--- src/rtl/ifid_stage.sv ---
// IF/ID pipeline register with a one-entry hold buffer for the fetch response
// that returns while decode is stalled.
module ifid_stage #(
  parameter logic [4:0]  EXC_NONE = 5'h10,
  parameter logic [31:0] NOP_INST = 32'h0000_0000
) (
  input  logic        cpu_clk_50M,
  input  logic        cpu_rst,
  input  logic        ice,
  input  logic [31:0] iaddr,
  input  logic [31:0] pc_plus_4,
  input  logic [4:0]  if_exccode_i,
  input  logic [31:0] if_badvaddr_i,
  input  logic [31:0] inst_rdata,
  input  logic [3:0]  stall,
  input  logic        flush,
  output logic        id_valid,
  output logic [31:0] id_pc,
  output logic [31:0] id_pc_plus_4,
  output logic [31:0] id_inst,
  output logic [4:0]  id_exccode,
  output logic [31:0] id_badvaddr,
  output logic        buf_ovf
);
  typedef struct packed {
    logic [31:0] pc;
    logic [31:0] pc4;
    logic [31:0] inst;
    logic [4:0]  exccode;
    logic [31:0] badvaddr;
  } pkt_t;

  logic        trk_valid, trk_mem;
  logic [31:0] trk_pc, trk_pc4, trk_badvaddr;
  logic [4:0]  trk_exccode;
  logic        hold_valid, out_valid;
  pkt_t        hold, out, resp, bubble;
  logic        issue;

  // Misaligned fetches make no memory access but still need a packet downstream.
  assign issue  = !flush && !stall[1] && (ice || (if_exccode_i != EXC_NONE));
  assign resp   = '{pc: trk_pc, pc4: trk_pc4, inst: (trk_mem ? inst_rdata : NOP_INST),
                    exccode: trk_exccode, badvaddr: trk_badvaddr};
  assign bubble = '{pc: 32'h0, pc4: 32'h0, inst: NOP_INST, exccode: EXC_NONE, badvaddr: 32'h0};

  always_ff @(posedge cpu_clk_50M) begin
    if (cpu_rst) begin
      trk_valid    <= 1'b0;
      trk_mem      <= 1'b0;
      trk_pc       <= 32'h0;
      trk_pc4      <= 32'h0;
      trk_exccode  <= EXC_NONE;
      trk_badvaddr <= 32'h0;
    end else begin
      trk_valid <= issue;
      if (issue) begin
        trk_mem      <= ice;
        trk_pc       <= iaddr;
        trk_pc4      <= pc_plus_4;
        trk_exccode  <= if_exccode_i;
        trk_badvaddr <= if_badvaddr_i;
      end
    end
  end

  always_ff @(posedge cpu_clk_50M) begin
    if (cpu_rst || flush) begin
      out_valid  <= 1'b0;
      out        <= bubble;
      hold_valid <= 1'b0;
      hold       <= bubble;
    end else if (!stall[2]) begin
      if (hold_valid) begin
        // Buffered word is older than the live response, so it goes first.
        out_valid  <= 1'b1;
        out        <= hold;
        hold_valid <= trk_valid;
        if (trk_valid) hold <= resp;
      end else if (trk_valid) begin
        out_valid <= 1'b1;
        out       <= resp;
      end else begin
        out_valid <= 1'b0;
        out       <= bubble;
      end
    end else if (trk_valid && !hold_valid) begin
      hold_valid <= 1'b1;
      hold       <= resp;
    end
  end

  always_ff @(posedge cpu_clk_50M) begin
    if (cpu_rst)
      buf_ovf <= 1'b0;
    else if (!flush && stall[2] && trk_valid && hold_valid)
      buf_ovf <= 1'b1;
  end

  assign id_valid     = out_valid;
  assign id_pc        = out.pc;
  assign id_pc_plus_4 = out.pc4;
  assign id_inst      = out.inst;
  assign id_exccode   = out.exccode;
  assign id_badvaddr  = out.badvaddr;
endmodule

--- config.mk ---
export PLATFORM = sky130hd
export DESIGN_NAME = ifid_stage
export DESIGN_NICKNAME = d
export VERILOG_FILES = /design/src/rtl/ifid_stage.sv
export SDC_FILE = /design/constraint.sdc
export NUM_CORES = 1
export LEC_CHECK = 0
export CAP_MARGIN = 40
export CORE_ASPECT_RATIO = 1.5
export CORE_UTILIZATION = 38
export CTS_CLUSTER_SIZE = 10
export DETAILED_ROUTE_END_ITERATION = 10
export PLACE_DENSITY_LB_ADDON = 0.12
export RECOVER_POWER = 25
export SLEW_MARGIN = 0
export SYNTH_ARGS = -nofsm -noshare
export SYNTH_HDL_FRONTEND = slang
export SYNTH_SLANG_ARGS = --single-unit
--- constraint.sdc ---
create_clock -name cpu_clk_50M -period 2.1 [get_ports cpu_clk_50M]
set_input_delay 0.42 -clock cpu_clk_50M [delete_from_list [all_inputs] [get_ports cpu_clk_50M]]
set_output_delay 0.42 -clock cpu_clk_50M [all_outputs]
set_load 0.01 [all_outputs]
-- Word-level counts from Yosys, hierarchy flattened
Cells that the tools add are included.
- output and inout bits: 135
- register bits after elaboration: 372
- eq/ne operators: 2
- multiplexer cells: 12
- reductions and logical operators: 14
- operators by type and width (cell ; count):
    2-to-1 mux 133 bit ; 6
    2-to-1 mux 32 bit ; 1
    logical AND 1 bit ; 6
    2-to-1 mux 1 bit ; 5
    != test 5 bit, second input constant ; 1
    nonzero test 2 bit ; 2
    zero test 1 bit ; 3
    AND reduction 3 bit ; 1
    logical OR 1 bit ; 2
    != test 2 x 1 -> 1 bit, second input constant ; 1

-- Longest topological paths before layout
- word-level depth: 4
- depth in mapped cells: 6
- gate-level depth less buffers: 3

-- Worst setup path before layout
Ideal clock, no wire load.
- path type: input-to-reg
- start: input port ice
- end: register trk_valid
- cell stages on the path: 6
- slack: 210 ps
- buffers on the path: 3
- library setup time: 115 ps
- data arrival time: 1775 ps
- data required time: 1985 ps
- cell sequence: or4b_4 o31a_1 buf_2 buf_6 buf_6 and2_1
- cells in the longest elaborated chain, start to end: 2
- RTL lines (item ; line ; text):
    start, declared ; 9 ; input logic ice,
    logical OR 1 bit ; 41 ; assign issue = !flush && !stall[1] && (ice || (if_exccode_i != EXC_NONE));
    logical AND 1 bit ; 41 ;
    end signal, assigned ; 55 ; trk_valid <= issue;
    end, declared ; 33 ; logic trk_valid, trk_mem;
Every way passes these cells.
A chain may end at the register's enable or synchronous reset.

-- Worst setup path after layout
- start: input port if_exccode_i[4]
- end: register trk_badvaddr[7]
- cells in the longest elaborated chain, start to end: 3
- RTL lines (item ; line ; text):
    start, declared ; 12 ; input logic [4:0] if_exccode_i,
    != test 5 bit ; 41 ;
    logical OR 1 bit ; 41 ;
    logical AND 1 bit ; 41 ;
    end signal, assigned ; 61 ; trk_badvaddr <= if_badvaddr_i;
    end, declared ; 34 ; logic [31:0] trk_pc, trk_pc4, trk_badvaddr;
Every way passes these cells.

==> flow_metrics.env <==
export IMPL_clk_latency_ps=550
export IMPL_register_area_um2=7450
export IMPL_mappedNetlistNets=1932
export IMPL_first_iter_violations=1235
export IMPL_grt_pass1_wl_um=72200
export IMPL_dp_hpwl_um=26500
export IMPL_cts_buffer_depth=3
export IMPL_post_cts_resized=0
export IMPL_num_vias=13618
export IMPL_io_pins=276
export IMPL_multi_input_area_um2=7280
export IMPL_cp_slowest_stage_delay_ps=570
export IMPL_required_ps=2510
export IMPL_arrival_ps=2390
export IMPL_area_growth_pct=27.9
export IMPL_drv_slew=0
export IMPL_dr_pass1_iters=5
export IMPL_ys_ff_latch=372
export IMPL_p_leak_nw=6.89
export IMPL_layout_worst_path_cycle_share_pct=94.4
export IMPL_clk_pin_slew_ps=50
export IMPL_holdBufCountCts=0
export IMPL_fillerInstances=3850
export IMPL_setup_ws_ps=118
export IMPL_final_cell_mix="371 x dfxtp_1, 271 x clkdlybuf4s50_1, 235 x nor2b_1"
export IMPL_cts_tree="done"
export IMPL_worst_slew_pin_slew_ps=879
export IMPL_whs_ps=425
export IMPL_yosysWarnings=0
export IMPL_die_area_um2=41600
export IMPL_grt_use_total_pct=21.3
export IMPL_critPathMaxFanout=38
export IMPL_startpoint_type="input pin"
export IMPL_status="completed"
export IMPL_max_slew_margin_rel_pct=41.4
export IMPL_ant_nets=0
export IMPL_hold_class="in -> reg"
export IMPL_antenna_found_initial=6
export IMPL_layout_commonest_cell="dfxtp_1"
export IMPL_final_setup_viol_count=0
export IMPL_layout_drive_gt1_share_pct=5.05
export IMPL_htree_levels=2
export IMPL_clock_sinks=372
export IMPL_hold_viol=0
export IMPL_crit_slowest_cell="dlygate4sd3_1"
export IMPL_gp_congestion=0.741
export IMPL_core_area_um2=40200
export IMPL_cts_made_buffers=43
export IMPL_crit_type="in -> reg"
export IMPL_dieWidth_um=167
export IMPL_ys_types=28
export IMPL_drt_wirelength_per_cell_um=18.5
export IMPL_grt_ovfl_total=0
export IMPL_synth_area_um2=15500
export IMPL_pwr_density_cell_nw_per_um2=786
export IMPL_grt_pass1_vias=12894
export IMPL_nNetsFinal=2095
export IMPL_crit_path_cell_trace="dlygate4sd3_1 > or4b_1 > o31a_2 > buf_12 > mux2i_1"
export IMPL_placementRows=90
export IMPL_fmax_ghz=0.505
export IMPL_synth_seq_area_share_pct=48.1
export IMPL_maxCapViolCount=0
export IMPL_crit_path_end_kind="register"
export IMPL_grt_start_max_net_pins=114
export IMPL_die_y_um=249
export IMPL_post_place_ws_ps=-300
export IMPL_initial_core_util_pct=38.5
export IMPL_period_needed_ps=1980
export IMPL_root_buffer="clkbuf_16"
export IMPL_cts_setup_buffers=0
export IMPL_syn_instance_count=1791
export IMPL_drc_errors=0
export IMPL_port_buffer_count=273
export IMPL_ir_worst_vdd_mv=0.547
export IMPL_rsz0062_at_grt="false"
export IMPL_finalWirelength_um=45600
export IMPL_fin_skew_ps=20.8
export IMPL_post_drt_via_cell_ratio=5.52
export IMPL_synth_area_per_cell_um2=8.64
[path summary, 6_finish.rpt]
| check | start | endpoint | slack [ps] | cells past startpoint |
|---|---|---|---|---|
| hold / removal | iaddr[2] | trk_pc[2] | 420 | 3 |
| hold reg to reg | trk_badvaddr[25] | hold[25] | 470 | 2 |
| setup reg to reg | trk_valid | hold[36] | 170 | 3 |
| setup / recovery | if_exccode_i[4] | trk_badvaddr[7] | 120 | 5 |
[through the flow]
step / std cells / setup TNS (ps) / total power, W / area [µm²] / util (%)
final: 2468 / 0 / 0.0156 / 19800 / 49.3
after CTS: 2465 / 0 / 0.0158 / 19900 / 49.4
after floorplan: 1791 / 0 / 0.00837 / 15500 / -
after global routing: 2467 / 0 / 0.0161 / 19800 / 49.3
after detailed placement: 2415 / -26500 / 0.00918 / 18700 / 46.5
after global placement: 2415 / -24400 / 0.00917 / 18700 / 46.5
[cell usage after synthesis]
master    instances  area (µm²)
a211o_1           1        8.76
inv_1             3        11.3
and2_1            1        6.26
nand3_1         100         500
buf_1             8        30.0
dfxtp_1         372        7450
inv_2             1        3.75
nor2_1            5        18.8
xor2_1            1        8.76
a221oi_1        133        1160
a32o_1            2        20.0
a311o_1           1        10.0
xnor2_1           1        8.76
clkbuf_1        174         653
nor3_1          134         671
nand4_1          32         200
buf_6             3        33.8
a41oi_1           1        8.76
and3b_1           1        8.76
nor2b_1         235        1470
o31a_1            1        8.76
or4b_4            1        13.8
a21oi_1         137         686
o21ai_0         135         676
buf_2            11        55.1
mux2i_1         100        1000
or4b_2            3        30.0
nand2_1         194         728
[sequential cells by signal (all words and copies together), names as in the netlist]
register and cells:
trk_mem 1, hold_valid 1, trk_pc4 32, trk_valid 1
buf_ovf 1, id_inst 32, trk_pc 32, id_exccode 5
id_pc 32, trk_badvaddr 32, id_valid 1, id_pc_plus_4 32
id_badvaddr 32, hold 133, trk_exccode 5
[critical path, delay by kind of cell]
kind / cells / cell delay [ps]
simple gates: 1 / 550
mux: 1 / 160
buf+inv: 2 / 800
compound gates: 1 / 430
[final cells by class]
class                           count  share of cell area [%]
Sequential cell                   372                    37.6
Multi-Input combinational cell   1219                    36.8
Timing Repair Buffer              314                    16.5
Clock buffer                       48                    5.74
Tap cell                          506                    3.20
Inverter                            4                   0.101
Clock inverter                      2                  0.0505
Antenna cell                        3                  0.0379
[power breakdown]
part           total [W]  internal [W]  switching (W)
Combinational    0.00164      0.000761       0.000876
Clock            0.00655       0.00377        0.00278
Sequential       0.00737       0.00725       0.000127
Total             0.0156        0.0118        0.00378
[kinds of logic (layout without fill, tap and decap cells)]
group                     Yosys count  after routing  synth area share (%)
other                               0              3                     0
buffers and inverters             200            368                  5.08
DFF                               372            372                  48.1
and+or+nand+nor                   706            706                  23.6
AOI/OAI and AO/OA                 411            411                  16.7
xor gates and xnor gates            2              2                 0.113
muxes                             100            100                  6.47
[routing by layer]
metal	GRT usage [%]	vias to the layer above	routed length, µm	share of wire, %
met5	0	-	46	0.10
met3	3.72	62	2380	5.2
met1	27.9	6527	20100	44
met2	35.8	383	22200	49
met4	6.22	6	943	2.1
li1	-	6640	-	-
(Power assumes the default switching activity.)
